==> config.mk <==
export PLATFORM = sky130hd
export DESIGN_NAME = msrh_fetch_ctrl_flat
export DESIGN_NICKNAME = d
export VERILOG_FILES = /design/src/rtl/msrh_fetch_ctrl_if.sv /design/src/rtl/msrh_fetch_ctrl.sv /design/src/flat_wrapper.sv
export SDC_FILE = /design/constraint.sdc
export NUM_CORES = 1
export LEC_CHECK = 0
export BUFFER_PORTS_ARGS = -buffer_cell sky130_fd_sc_hd__buf_4
export CORE_ASPECT_RATIO = 0.5
export CORE_MARGIN = 3
export CORE_UTILIZATION = 30
export CTS_CLUSTER_DIAMETER = 150
export DETAILED_ROUTE_END_ITERATION = 10
export GPL_ROUTABILITY_DRIVEN = 0
export PLACE_DENSITY_LB_ADDON = 0.15
export SLEW_MARGIN = 40
export SYNTH_ARGS = -nofsm -noshare
export SYNTH_HDL_FRONTEND = slang
export SYNTH_SLANG_ARGS = --single-unit
==> constraint.sdc <==
create_clock -name i_clk -period 5.31 [get_ports i_clk]
set_input_delay 0.2655 -clock i_clk [delete_from_list [all_inputs] [get_ports i_clk]]
set_output_delay 0.2655 -clock i_clk [all_outputs]
set_load 0.02 [all_outputs]
==> src/rtl/msrh_fetch_ctrl_if.sv <==
// -----------------------------------------------------------------------------
// msrh_fetch_ctrl_if
//   Bundles the fetch controller's bus signals: icache request/response,
//   redirect input and the decode-side instruction stream.
//   master : fetch controller side (drives o_*, samples i_*)
//   slave  : environment side (icache, branch/commit, decode)
// Parameters
//   VADDR_W      virtual address width
//   FETCH_BYTES  bytes per fetch block
// -----------------------------------------------------------------------------
interface msrh_fetch_ctrl_if #(
  parameter int VADDR_W     = 39,
  parameter int FETCH_BYTES = 16
);
  logic                     o_ic_req_valid;
  logic [VADDR_W-1:0]       o_ic_req_vaddr;
  logic                     i_ic_req_ready;
  logic                     i_ic_resp_valid;
  logic                     i_ic_resp_miss;
  logic [FETCH_BYTES*8-1:0] i_ic_resp_data;
  logic                     i_ic_refill_done;
  logic                     i_redirect_valid;
  logic [VADDR_W-1:0]       i_redirect_vaddr;
  logic                     o_inst_valid;
  logic [VADDR_W-1:0]       o_inst_pc;
  logic [FETCH_BYTES*8-1:0] o_inst_data;
  logic [FETCH_BYTES-1:0]   o_inst_be;
  logic                     i_inst_ready;

  modport master (
    output o_ic_req_valid, o_ic_req_vaddr,
    input  i_ic_req_ready, i_ic_resp_valid, i_ic_resp_miss, i_ic_resp_data,
    input  i_ic_refill_done, i_redirect_valid, i_redirect_vaddr,
    output o_inst_valid, o_inst_pc, o_inst_data, o_inst_be,
    input  i_inst_ready
  );

  modport slave (
    input  o_ic_req_valid, o_ic_req_vaddr,
    output i_ic_req_ready, i_ic_resp_valid, i_ic_resp_miss, i_ic_resp_data,
    output i_ic_refill_done, i_redirect_valid, i_redirect_vaddr,
    input  o_inst_valid, o_inst_pc, o_inst_data, o_inst_be,
    output i_inst_ready
  );
endinterface

==> src/rtl/msrh_fetch_ctrl.sv <==
// -----------------------------------------------------------------------------
// msrh_fetch_ctrl
//   Fetch controller between PC generation, icache and decode. Owns the fetch
//   PC, issues FETCH_BYTES-aligned requests, tracks the fixed two-stage icache
//   pipeline (s1, s2), replays from the missing PC on an icache miss and kills
//   everything in flight on a redirect. Hits are buffered in a credit-protected
//   circular fetch queue that feeds decode through valid/ready.
// Ports
//   i_clk      clock
//   i_reset_n  asynchronous reset, active low
//   bus        msrh_fetch_ctrl_if.master: icache req/resp, refill pulse,
//              redirect, decode instruction stream
// Configuration
//   MSRH_FETCH_BYPASS_EN  when defined, a valid s2 hit arriving while the queue
//                         is empty is presented on o_inst_* in the same cycle
//                         (latency accept+2); otherwise accept+3.
// -----------------------------------------------------------------------------
module msrh_fetch_ctrl #(
  parameter int                 VADDR_W     = 39,
  parameter int                 FETCH_BYTES = 16,
  parameter int                 FQ_DEPTH    = 4,
  parameter logic [VADDR_W-1:0] PC_INIT     = 'h8000_0000
) (
  input logic              i_clk,
  input logic              i_reset_n,
  msrh_fetch_ctrl_if.master bus
);

  localparam int OFF_W  = $clog2(FETCH_BYTES);
  localparam int IDX_W  = $clog2(FQ_DEPTH);
  localparam int PTR_W  = IDX_W + 1;
  localparam int SUM_W  = PTR_W + 1;
  localparam int DATA_W = FETCH_BYTES * 8;

  typedef enum logic {ST_FETCH, ST_MISS_WAIT} state_e;

  function automatic logic [VADDR_W-1:0] align_pc(input logic [VADDR_W-1:0] pc);
    align_pc = {pc[VADDR_W-1:OFF_W], {OFF_W{1'b0}}};
  endfunction

  // Bytes below the entry offset belong to the previous block (redirect into
  // the middle of a block).
  function automatic logic [FETCH_BYTES-1:0] byte_en(input logic [OFF_W-1:0] off);
    for (int i = 0; i < FETCH_BYTES; i++) begin
      byte_en[i] = (i >= int'(off));
    end
  endfunction

  state_e               state_q, state_d;
  logic [VADDR_W-1:0]   pc_q, pc_d;
  logic                 tag_vld_p1_q, tag_vld_p1_d;
  logic                 tag_vld_p2_q, tag_vld_p2_d;
  logic [VADDR_W-1:0]   tag_pc_p1_q, tag_pc_p2_q;
  logic [PTR_W-1:0]     wr_ptr_q, wr_ptr_d;
  logic [PTR_W-1:0]     rd_ptr_q, rd_ptr_d;
  logic [VADDR_W-1:0]   fq_pc_q   [FQ_DEPTH];
  logic [DATA_W-1:0]    fq_data_q [FQ_DEPTH];

  logic                 redirect;
  logic                 s2_resp, s2_hit, s2_miss;
  logic [1:0]           inflight;
  logic [PTR_W-1:0]     fq_count;
  logic                 fq_empty, fq_full;
  logic                 credit_ok;
  logic                 req_valid, accept;
  logic                 head_vld, fq_push, fq_pop;
  logic                 inst_valid;
  logic [VADDR_W-1:0]   inst_pc;
  logic [DATA_W-1:0]    inst_data;

  assign redirect  = bus.i_redirect_valid;
  assign s2_resp   = tag_vld_p2_q & bus.i_ic_resp_valid;
  assign s2_hit    = s2_resp & ~bus.i_ic_resp_miss & ~redirect;
  assign s2_miss   = s2_resp &  bus.i_ic_resp_miss & ~redirect;
  assign inflight  = {1'b0, tag_vld_p1_q} + {1'b0, tag_vld_p2_q};
  assign fq_count  = wr_ptr_q - rd_ptr_q;
  assign fq_empty  = (wr_ptr_q == rd_ptr_q);
  assign fq_full   = (fq_count == PTR_W'(FQ_DEPTH));
  assign credit_ok = ({{(SUM_W-2){1'b0}}, inflight} + {1'b0, fq_count}) < SUM_W'(FQ_DEPTH);
  assign head_vld  = ~fq_empty;

  // ---------------------------------------------------------------------------
  // FSM: state register
  // ---------------------------------------------------------------------------
  always_ff @(posedge i_clk or negedge i_reset_n) begin
    if (!i_reset_n) state_q <= ST_FETCH;
    else            state_q <= state_d;
  end

  // FSM: next state (redirect > s2 miss > refill_done)
  always_comb begin
    state_d = state_q;
    if (redirect)                                         state_d = ST_FETCH;
    else if (s2_miss)                                     state_d = ST_MISS_WAIT;
    else if (state_q == ST_MISS_WAIT && bus.i_ic_refill_done) state_d = ST_FETCH;
  end

  // FSM: outputs. A request in the miss cycle would be younger than the
  // missing block and discarded anyway, so it is held back too.
  always_comb begin
    req_valid = i_reset_n & (state_q == ST_FETCH) & credit_ok & ~redirect & ~s2_miss;
  end

  assign accept             = req_valid & bus.i_ic_req_ready;
  assign bus.o_ic_req_valid = req_valid;
  assign bus.o_ic_req_vaddr = align_pc(pc_q);

  // ---------------------------------------------------------------------------
  // s0: fetch PC and request tag into s1
  // ---------------------------------------------------------------------------
  always_comb begin
    pc_d = pc_q;
    if (redirect)     pc_d = bus.i_redirect_vaddr;
    else if (s2_miss) pc_d = tag_pc_p2_q;
    else if (accept)  pc_d = align_pc(pc_q) + VADDR_W'(FETCH_BYTES);
    tag_vld_p1_d = accept;
    tag_vld_p2_d = tag_vld_p1_q & ~redirect & ~s2_miss;
  end

  always_ff @(posedge i_clk or negedge i_reset_n) begin
    if (!i_reset_n) begin
      pc_q         <= PC_INIT;
      tag_vld_p1_q <= 1'b0;
      tag_vld_p2_q <= 1'b0;
    end else begin
      pc_q         <= pc_d;
      tag_vld_p1_q <= tag_vld_p1_d;
      tag_vld_p2_q <= tag_vld_p2_d;
    end
  end

  // ---------------------------------------------------------------------------
  // s1 -> s2: tag PCs (qualified by the valid bits above)
  // ---------------------------------------------------------------------------
  always_ff @(posedge i_clk) begin
    tag_pc_p1_q <= pc_q;
    tag_pc_p2_q <= tag_pc_p1_q;
  end

  // ---------------------------------------------------------------------------
  // s2: fetch queue write / decode read
  // ---------------------------------------------------------------------------
`ifdef MSRH_FETCH_BYPASS_EN
  logic byp_vld;
  assign byp_vld    = fq_empty & s2_hit;
  assign inst_valid = head_vld | byp_vld;
  // A bypassed block consumed in the same cycle never enters the queue.
  assign fq_push    = s2_hit & ~(byp_vld & bus.i_inst_ready);
  assign inst_pc    = head_vld ? fq_pc_q[rd_ptr_q[IDX_W-1:0]]   : tag_pc_p2_q;
  assign inst_data  = head_vld ? fq_data_q[rd_ptr_q[IDX_W-1:0]] : bus.i_ic_resp_data;
`else
  assign inst_valid = head_vld;
  assign fq_push    = s2_hit;
  assign inst_pc    = fq_pc_q[rd_ptr_q[IDX_W-1:0]];
  assign inst_data  = fq_data_q[rd_ptr_q[IDX_W-1:0]];
`endif

  assign fq_pop = head_vld & bus.i_inst_ready;

  always_comb begin
    wr_ptr_d = wr_ptr_q + PTR_W'(fq_push);
    rd_ptr_d = rd_ptr_q + PTR_W'(fq_pop);
    if (redirect) begin
      wr_ptr_d = '0;
      rd_ptr_d = '0;
    end
  end

  always_ff @(posedge i_clk or negedge i_reset_n) begin
    if (!i_reset_n) begin
      wr_ptr_q <= '0;
      rd_ptr_q <= '0;
    end else begin
      wr_ptr_q <= wr_ptr_d;
      rd_ptr_q <= rd_ptr_d;
    end
  end

  always_ff @(posedge i_clk) begin
    if (fq_push) begin
      fq_pc_q[wr_ptr_q[IDX_W-1:0]]   <= tag_pc_p2_q;
      fq_data_q[wr_ptr_q[IDX_W-1:0]] <= bus.i_ic_resp_data;
    end
  end

  // Credits reserve a slot for every in-flight request.
  a_no_overflow : assert property (@(posedge i_clk) disable iff (!i_reset_n) !(fq_push && fq_full));

  assign bus.o_inst_valid = inst_valid;
  assign bus.o_inst_pc    = inst_valid ? inst_pc   : '0;
  assign bus.o_inst_data  = inst_valid ? inst_data : '0;
  assign bus.o_inst_be    = inst_valid ? byte_en(inst_pc[OFF_W-1:0]) : '0;

endmodule

==> src/flat_wrapper.sv <==
// flat-port wrapper written by rule: the top's interface ports become plain ports
module msrh_fetch_ctrl_flat 
#(
  parameter int                 VADDR_W     = 39,
  parameter int                 FETCH_BYTES = 16,
  parameter int                 FQ_DEPTH    = 4,
  parameter logic [VADDR_W-1:0] PC_INIT     = 'h8000_0000
)
  (i_clk, i_reset_n, bus_o_ic_req_valid, bus_o_ic_req_vaddr, bus_i_ic_req_ready, bus_i_ic_resp_valid, bus_i_ic_resp_miss, bus_i_ic_resp_data, bus_i_ic_refill_done, bus_i_redirect_valid, bus_i_redirect_vaddr, bus_o_inst_valid, bus_o_inst_pc, bus_o_inst_data, bus_o_inst_be, bus_i_inst_ready);
  msrh_fetch_ctrl_if #(.VADDR_W(VADDR_W), .FETCH_BYTES(FETCH_BYTES)) bus_i ();
  input logic i_clk;
  input logic i_reset_n;
  output wire logic [$bits(bus_i.o_ic_req_valid)-1:0] bus_o_ic_req_valid;
  output wire logic [$bits(bus_i.o_ic_req_vaddr)-1:0] bus_o_ic_req_vaddr;
  input wire logic [$bits(bus_i.i_ic_req_ready)-1:0] bus_i_ic_req_ready;
  input wire logic [$bits(bus_i.i_ic_resp_valid)-1:0] bus_i_ic_resp_valid;
  input wire logic [$bits(bus_i.i_ic_resp_miss)-1:0] bus_i_ic_resp_miss;
  input wire logic [$bits(bus_i.i_ic_resp_data)-1:0] bus_i_ic_resp_data;
  input wire logic [$bits(bus_i.i_ic_refill_done)-1:0] bus_i_ic_refill_done;
  input wire logic [$bits(bus_i.i_redirect_valid)-1:0] bus_i_redirect_valid;
  input wire logic [$bits(bus_i.i_redirect_vaddr)-1:0] bus_i_redirect_vaddr;
  output wire logic [$bits(bus_i.o_inst_valid)-1:0] bus_o_inst_valid;
  output wire logic [$bits(bus_i.o_inst_pc)-1:0] bus_o_inst_pc;
  output wire logic [$bits(bus_i.o_inst_data)-1:0] bus_o_inst_data;
  output wire logic [$bits(bus_i.o_inst_be)-1:0] bus_o_inst_be;
  input wire logic [$bits(bus_i.i_inst_ready)-1:0] bus_i_inst_ready;
  assign bus_o_ic_req_valid = bus_i.o_ic_req_valid;
  assign bus_o_ic_req_vaddr = bus_i.o_ic_req_vaddr;
  assign bus_i.i_ic_req_ready = bus_i_ic_req_ready;
  assign bus_i.i_ic_resp_valid = bus_i_ic_resp_valid;
  assign bus_i.i_ic_resp_miss = bus_i_ic_resp_miss;
  assign bus_i.i_ic_resp_data = bus_i_ic_resp_data;
  assign bus_i.i_ic_refill_done = bus_i_ic_refill_done;
  assign bus_i.i_redirect_valid = bus_i_redirect_valid;
  assign bus_i.i_redirect_vaddr = bus_i_redirect_vaddr;
  assign bus_o_inst_valid = bus_i.o_inst_valid;
  assign bus_o_inst_pc = bus_i.o_inst_pc;
  assign bus_o_inst_data = bus_i.o_inst_data;
  assign bus_o_inst_be = bus_i.o_inst_be;
  assign bus_i.i_inst_ready = bus_i_inst_ready;
  msrh_fetch_ctrl #(.VADDR_W(VADDR_W), .FETCH_BYTES(FETCH_BYTES), .FQ_DEPTH(FQ_DEPTH), .PC_INIT(PC_INIT)) u_core (.i_clk(i_clk), .i_reset_n(i_reset_n), .bus(bus_i));
endmodule
==> key figures, run 1 <==
Timing
  • Layout Skew: 0.0234 ns
  • Hold Vio Cnt, Final: 0
  • Post-layout minimum cycle time: 3.65 ns
  • Peak Freq: 274 MHz
  • Tcrit/Tclk final: 68.8%
  • Final setup TNS: 0 ns
  • Rel. slew slack: 45.5%
  • Worst-Margin Slew: 0.818 ns
  • Worst Slack Setup Final: 1.66 ns
  • Setup violators final: 0
  • RSZ-0062 raised after global routing: no
  • Final Max Slew Viols: 0

Logic synthesis
  • Synth top cells by count: edfxtp_1, and2_1, mux4_2, dfxtp_1, nand2_1
  • Sequential share of the synthesized area: 74.9%
  • Top-count cell post-synth: edfxtp_1
  • Cells after synthesis: 1628
  • Synth area leaders: edfxtp_1, mux4_2, dfxtp_1
  • Synth warn: 0
  • Yosys cell types: 60
  • Post-synth top area cell: edfxtp_1
  • Ys flop type: edfxtp_1
  • Synthesis-stage register bit count: 794
  • Post-synth ARST share: 6.05%
  • Post-Syn Area: 30500 um2
  • Number of flops mapped to enable cells by yosys: 668
  • Syn Area/Cell: 18.7 um2
  • Top-area cell type share of the netlist area: 65.8%

Clock tree
  • CTS resizes: 0
  • CTS max path bufs: 3
  • Skew-Pair Late Insertion Delay: 0.65 ns
  • CTS buffer count: 78
  • Root buffer cell: clkbuf_16
  • Post-CTS Setup Repair Bufs: 0
  • Max H-tree Level: 3
  • CTS tree: yes
  • Worst-path clk slew: 0.06 ns
  • Clock Sinks: 794
  • Hold buffers post-CTS: 155

Detailed routing
  • Drt wl/cell: 22.2 um
  • ANT nets after route: 0
  • DRT Wirelength: 78900 um
  • Residual DRC count: 0
  • DRT iter0 DRCs: 896
  • Vias per cell: 4.62
  • First-pass DRT Iterations: 5
  • DR vias: 16400

Floorplan
  • Core Box Area: 99200 um2
  • DIE AREA: 106000 um2
  • Height of the die: 231 um
  • Rows: 81
  • Top-Level Pins: 399
  • Starting density of the core: 30.7%
  • Die Wd: 457 um

Placement
  • Port bufs: 394
  • Pre-CTS setup slack: 2.04 ns
  • HPWL Detailed: 48800 um
  • DP Area: 34900 um2

Setup path
  • FF-to-FF path depth: 7
  • CP arrival: 3.39 ns
  • Crit Path Max Fanout: 73
  • Critical path class: reg -> out
  • Setup crit start kind: flop
  • Reg2Reg Capture Point: u_core.pc_q[8]
  • Critical Path RT: 5.04 ns
  • Reg2reg setup slack: 2.05 ns
  • Worst setup EP type: output port
  • RR Startpoint: u_core.rd_ptr_q[0]

Final layout
  • Layout cells sized above 1: 32.8%
  • Final core utilization: 39.3%
  • Diode count: 0
  • Fill cells: 9128
  • Syn-to-layout area delta: 27.9%
  • Fin nets: 2347
  • Fin area: 39000 um2

GRT
  • GRT Resource Usage Total: 14.9%
  • Most Crowded Layer GR: met2
  • First-pass GRT wire length: 117000 um
  • GRT Residual Overflow: 0
  • M3 GR Usage: 3.30%
  • Grt met2 use: 26.2%
  • Initial antenna violation count: 0
  • Vias in the first global route: 17400
  • Largest net degree at the start of global routing: 112
  • Grt met1 use: 18.8%

Min path
  • Hold Path Depth: 2
  • Hold_sp: bus_i_redirect_valid
  • Hold WC Path Type: in -> reg
  • Worst Hold Endpoint: u_core.wr_ptr_q[2]

Outcome
  • Outcome: finished, final reports clean

Power and ir drop
  • Lkg Pwr: 13.6 nW
  • Worst IR Drop VDD: 0.000216 V
  • Power per cell area: 335 nW/um2

Flow run
  • Max Cap Viol: 0
## metal layers
layer	part of all wire, %	vias to the layer above	wire length [um]
li1	-	7452	-
met5	0	-	0
met2	53	291	41500
met1	41	8588	32700
met4	2.0	0	1560
met3	4.0	96	3120
## state kept, by name, indices dropped and copies added (netlist names)
signal / flops
u_core.fq_data_q: 512
u_core.tag_pc_p2_q: 39
u_core.wr_ptr_q: 3
u_core.tag_vld_p2_q: 1
u_core.state_q: 1
u_core.tag_pc_p1_q: 39
u_core.fq_pc_q: 156
u_core.tag_vld_p1_q: 1
u_core.pc_q: 39
u_core.rd_ptr_q: 3
## worst max-delay path by stage
stage                                     from                endpoint  slack (ns)  cells after the start
after floorplan           bus_i_redirect_valid  u_core.fq_data_q[0][0]        1.79                      4
after global placement      u_core.rd_ptr_q[0]          u_core.pc_q[8]        2.03                      7
after detailed placement    u_core.rd_ptr_q[0]          u_core.pc_q[8]        2.04                      7
after CTS                   u_core.rd_ptr_q[1]     bus_o_inst_data[72]        1.48                      7
after global routing        u_core.rd_ptr_q[1]     bus_o_inst_data[72]        1.36                      7
final                       u_core.rd_ptr_q[1]     bus_o_inst_data[72]        1.66                      7
## cells by family after synthesis
group | Yosys count | synth area share [%]
fa+ha+maj | 9 | 0.394
simple gates | 377 | 7.01
xor+xnor | 8 | 0.275
mux | 168 | 12.4
flops | 794 | 74.9
compound gates | 131 | 2.77
buf+inv | 140 | 2.31
other cells | 1 | 0.0123
## through the flow
step | instances | hold slack, ns | total power, mW
floorplan | 1631 | -0.0301 | 7.31
global placement | 3252 | 0.310 | 7.59
global route | 3554 | 0.0277 | 13.6
finish | 3554 | 0.0551 | 13.0
detailed placement | 3255 | 0.312 | 7.60
CTS | 3553 | 0.00140 | 13.3
## report_power, final
group	leakage, nW	switching, mW	internal, mW
clock	1.23	2.37	3.12
sequential	7.29	0.116	6.87
combinational	5.07	0.285	0.287
total	13.6	2.77	10.3
## cell type report
class | instances | area [um2] | share of cell area [%]
clock buffer | 102 | 2160 | 5.53
clock inverter | 41 | 344 | 0.882
inverter | 15 | 58.8 | 0.151
multi-input combinational | 697 | 7010 | 18.0
sequential | 794 | 22800 | 58.5
tap | 1328 | 1660 | 4.26
timing repair buffer | 577 | 4950 | 12.7
## worst max-delay path, stage by stage (launching register included)
cell and delay [ns]:
dfrtp_4 0.59, inv_1 0.08, ha_1 0.29, and3_1 0.27, inv_4 0.56, buf_4 0.46, and2_1 0.25, buf_4 0.16
## cells in the final DEF (no fill, tap or decap), types with 5 or more instances in the layout
master	instances
o21a_1	5
ha_1	8
inv_1	13
inv_6	5
a21o_1	5
clkinv_2	17
dfxtp_1	78
clkbuf_1	17
edfxtp_1	668
nor2b_1	5
bufinv_16	5
dfrtp_1	45
buf_4	403
dlygate4sd3_1	155
o21ai_0	31
and3_4	5
nand4_1	19
clkinv_1	10
a21oi_1	34
nor3_1	18
and3_1	16
nand3_1	26
a31oi_1	17
nand2_1	62
clkbuf_16	82
and2_1	183
nor2_1	24
a2bb2oi_1	8
mux4_2	167
buf_12	14
Note: power is estimated with default switching activity, not from simulation.
==> inputs of run 2 (changes only) <==
==> constraint.sdc (replaced) <==
create_clock -name i_clk -period 2.95 [get_ports i_clk]
set_input_delay 0.1475 -clock i_clk [delete_from_list [all_inputs] [get_ports i_clk]]
set_output_delay 0.1475 -clock i_clk [all_outputs]
set_load 0.02 [all_outputs]
==> key figures, run 2 (synthesized netlist as in run 1, its figures left out) <==
Outcome
  • Outcome: finished, final reports clean (unchanged)

Timing
  • Hold Vio Cnt, Final: 0 (unchanged)
  • Setup violators final: 0 (unchanged)
  • RSZ-0062 raised after global routing: yes (was no)
  • Post-layout minimum cycle time: 2.84 ns
  • Final hold slack: 0.0216 ns (was 0.0551 ns)
  • Tcrit/Tclk final: 96.4%
  • Rel. slew slack: 50.5% (was 45.5%)
  • Layout Skew: 0.0288 ns (was 0.0234 ns)
  • Peak Freq: 352 MHz
  • Final setup TNS: 0 ns (unchanged)
  • Final Max Slew Viols: 0 (unchanged)
  • Worst-Margin Slew: 0.743 ns (was 0.818 ns)

Placement
  • Placed cells: 3302 (was 3255)
  • HPWL Detailed: 52800 um (was 48800 um)
  • Port bufs: 394 (unchanged)
  • DP Area: 35400 um2 (was 34900 um2)

Detailed routing
  • Drt wl/cell: 22.9 um (was 22.2 um)
  • First-pass DRT Iterations: 5 (unchanged)
  • Residual DRC count: 0 (unchanged)
  • DRT Wirelength: 83200 um (was 78900 um)
  • Vias per cell: 4.62 (about the same)
  • DR vias: 16800 (was 16400)
  • DRT iter0 DRCs: 1057 (was 896)
  • ANT nets after route: 0 (unchanged)

Final layout
  • Max reg flops: 512 (unchanged)
  • Fin nets: 2427 (was 2347)
  • Cell Count, Final, Fillers Out: 3630 (was 3554)
  • Syn-to-layout area delta: 30.8% (was 27.9%)
  • Diode count: 0 (unchanged)
  • Most common cell after layout, fill and taps aside: edfxtp_1 (unchanged)
  • Register area: 22800 um2 (unchanged)
  • Fill cells: 9038 (was 9128)
  • Area of the multi-input gates: 7030 um2 (was 7010 um2)
  • Fin area: 39900 um2 (was 39000 um2)
  • Layout cells sized above 1: 33.9% (was 32.8%)
  • Commonest cells after routing, fill and taps aside: edfxtp_1, buf_4, and2_1, dlygate4sd3_1, mux4_2 (was edfxtp_1, buf_4, and2_1, mux4_2, dlygate4sd3_1)

Clock tree
  • Root buffer cell: clkbuf_16 (unchanged)
  • Clock Sinks: 794 (unchanged)
  • CTS buffer count: 76 (was 78)
  • Worst-path clk slew: 0.07 ns (was 0.06 ns)
  • Skew-Pair Late Insertion Delay: 0.66 ns (was 0.65 ns)
  • CTS max path bufs: 3 (unchanged)
  • CTS tree: yes (unchanged)
  • Max H-tree Level: 3 (unchanged)

Setup path
  • Reg2Reg Capture Point: u_core.pc_q[2] (was u_core.pc_q[8])
  • CP arrival: 2.70 ns (was 3.39 ns)
  • Worst setup EP type: output port (unchanged)
  • Critical Path RT: 2.80 ns (was 5.04 ns)
  • WP buf/inv: 2 (was 4)
  • Reg2reg setup slack: 0.16 ns (was 2.05 ns)
  • FF-to-FF path depth: 9 (was 7)
  • Setup crit start kind: flop (unchanged)
  • Crit Path Max Fanout: 43 (was 73)
  • Critical path class: reg -> out (unchanged)
  • RR Startpoint: u_core.rd_ptr_q[0] (unchanged)
  • Family with the most delay on the worst path: flip-flops (was buffers and inverters)
  • Worst-path cell chain: buf_16 > mux4_2 > or2_2 > o21ai_0 > buf_4 (was inv_1 > ha_1 > and3_1 > inv_4 > buf_4 > and2_1 > buf_4)
  • Critical path's largest stage delay: 0.53 ns (was 0.59 ns)
  • CP max-delay cell: dfrtp_4 (unchanged)

GRT
  • GRT Resource Usage Total: 15.8% (was 14.9%)
  • GRT Residual Overflow: 0 (unchanged)
  • Initial antenna violation count: 1 (was 0)
  • Vias in the first global route: 17900 (was 17400)
  • First-pass GRT wire length: 123000 um (was 117000 um)
  • Largest net degree at the start of global routing: 49 (was 112)

Floorplan
  • Core Box Area: 99200 um2 (unchanged)
  • Rows: 81 (unchanged)
  • Die Wd: 457 um (unchanged)
  • Starting density of the core: 30.7% (unchanged)
  • Top-Level Pins: 399 (unchanged)
  • DIE AREA: 106000 um2 (unchanged)
  • Height of the die: 231 um (unchanged)

Min path
  • Hold Path Depth: 4 (was 2)
  • Hold WC Path Type: in -> reg (unchanged)
  • Worst Hold Endpoint: u_core.tag_vld_p1_q (was u_core.wr_ptr_q[2])
  • Hold_sp: bus_i_ic_req_ready (was bus_i_redirect_valid)

Power and ir drop
  • Lkg Pwr: 14.0 nW (was 13.6 nW)
  • Power per cell area: 583 nW/um2 (was 335 nW/um2)
  • Worst IR Drop VDD: 0.000398 V (was 0.000216 V)

Flow run
  • Max Cap Viol: 0 (unchanged)
-- run 2: what timing repair did --
action | in CTS | in global routing
pin swaps | 0 | 1
endpoints found under the setup margin | 150 | 26
hold buffers | 179 | 0
gates resized for setup | 17 | 8
hold endpoints to repair | 599 | 0
buffers inserted | 2 | 4
gates cloned | 5 | 1
-- run 2: routing by layer --
layer | global-route usage [%] | vias up | share of wire [%]
li1 | - | 7589 | -
met1 | 20.4 | 8788 | 43
met2 | 27.6 | 282 | 52
met3 | 2.92 | 99 | 3.6
met4 | 3.53 | 0 | 1.7
met5 | 0 | - | 0
-- run 2: worst max-delay path by stage --
stage	startpoint	depth (start not counted)	slack [ns]	to
2_1_floorplan	bus_i_redirect_valid	4	-0.45	u_core.fq_data_q[0][0]
3_3_place_gp	u_core.rd_ptr_q[0]	9	0.34	u_core.pc_q[21]
3_5_place_dp	u_core.rd_ptr_q[0]	8	0.31	u_core.pc_q[17]
4_1_cts	u_core.rd_ptr_q[0]	5	0.0003	bus_o_inst_data[100]
5_1_grt	u_core.rd_ptr_q[1]	7	-0.04	bus_o_inst_pc[24]
6_report	u_core.rd_ptr_q[1]	5	0.11	bus_o_inst_be[8]
-- run 2: area by class of cell --
class                      count  area share, %
timing repair buffer         659           14.9
clock inverter                37          0.863
tap                         1328           4.17
clock buffer                 100           5.07
inverter                      15          0.160
multi-input combinational    697           17.6
sequential                   794           57.3
-- run 2: power by group --
group / leakage, nW / switching, mW / internal (mW)
clock network: 1.15 / 4.26 / 5.30
logic: 5.58 / 0.536 / 0.563
registers: 7.29 / 0.213 / 12.4
total: 14.0 / 5.01 / 18.2
-- run 2: worst min-delay path, delay by kind of cell --
family	cells	cell delay, ns
buffers and inverters	2	0.32
AOI/OAI and AO/OA	1	0.09
and+or+nand+nor	1	0.05
-- run 2: through the flow --
stage	util (%)	power (mW)	setup WS (ns)
floorplan	-	13.2	-0.452
global placement	35.7	13.7	0.335
detailed placement	35.7	13.7	0.315
CTS	40.1	23.6	0.000342
global route	40.2	24.2	-0.0412
finish	40.2	23.2	0.106
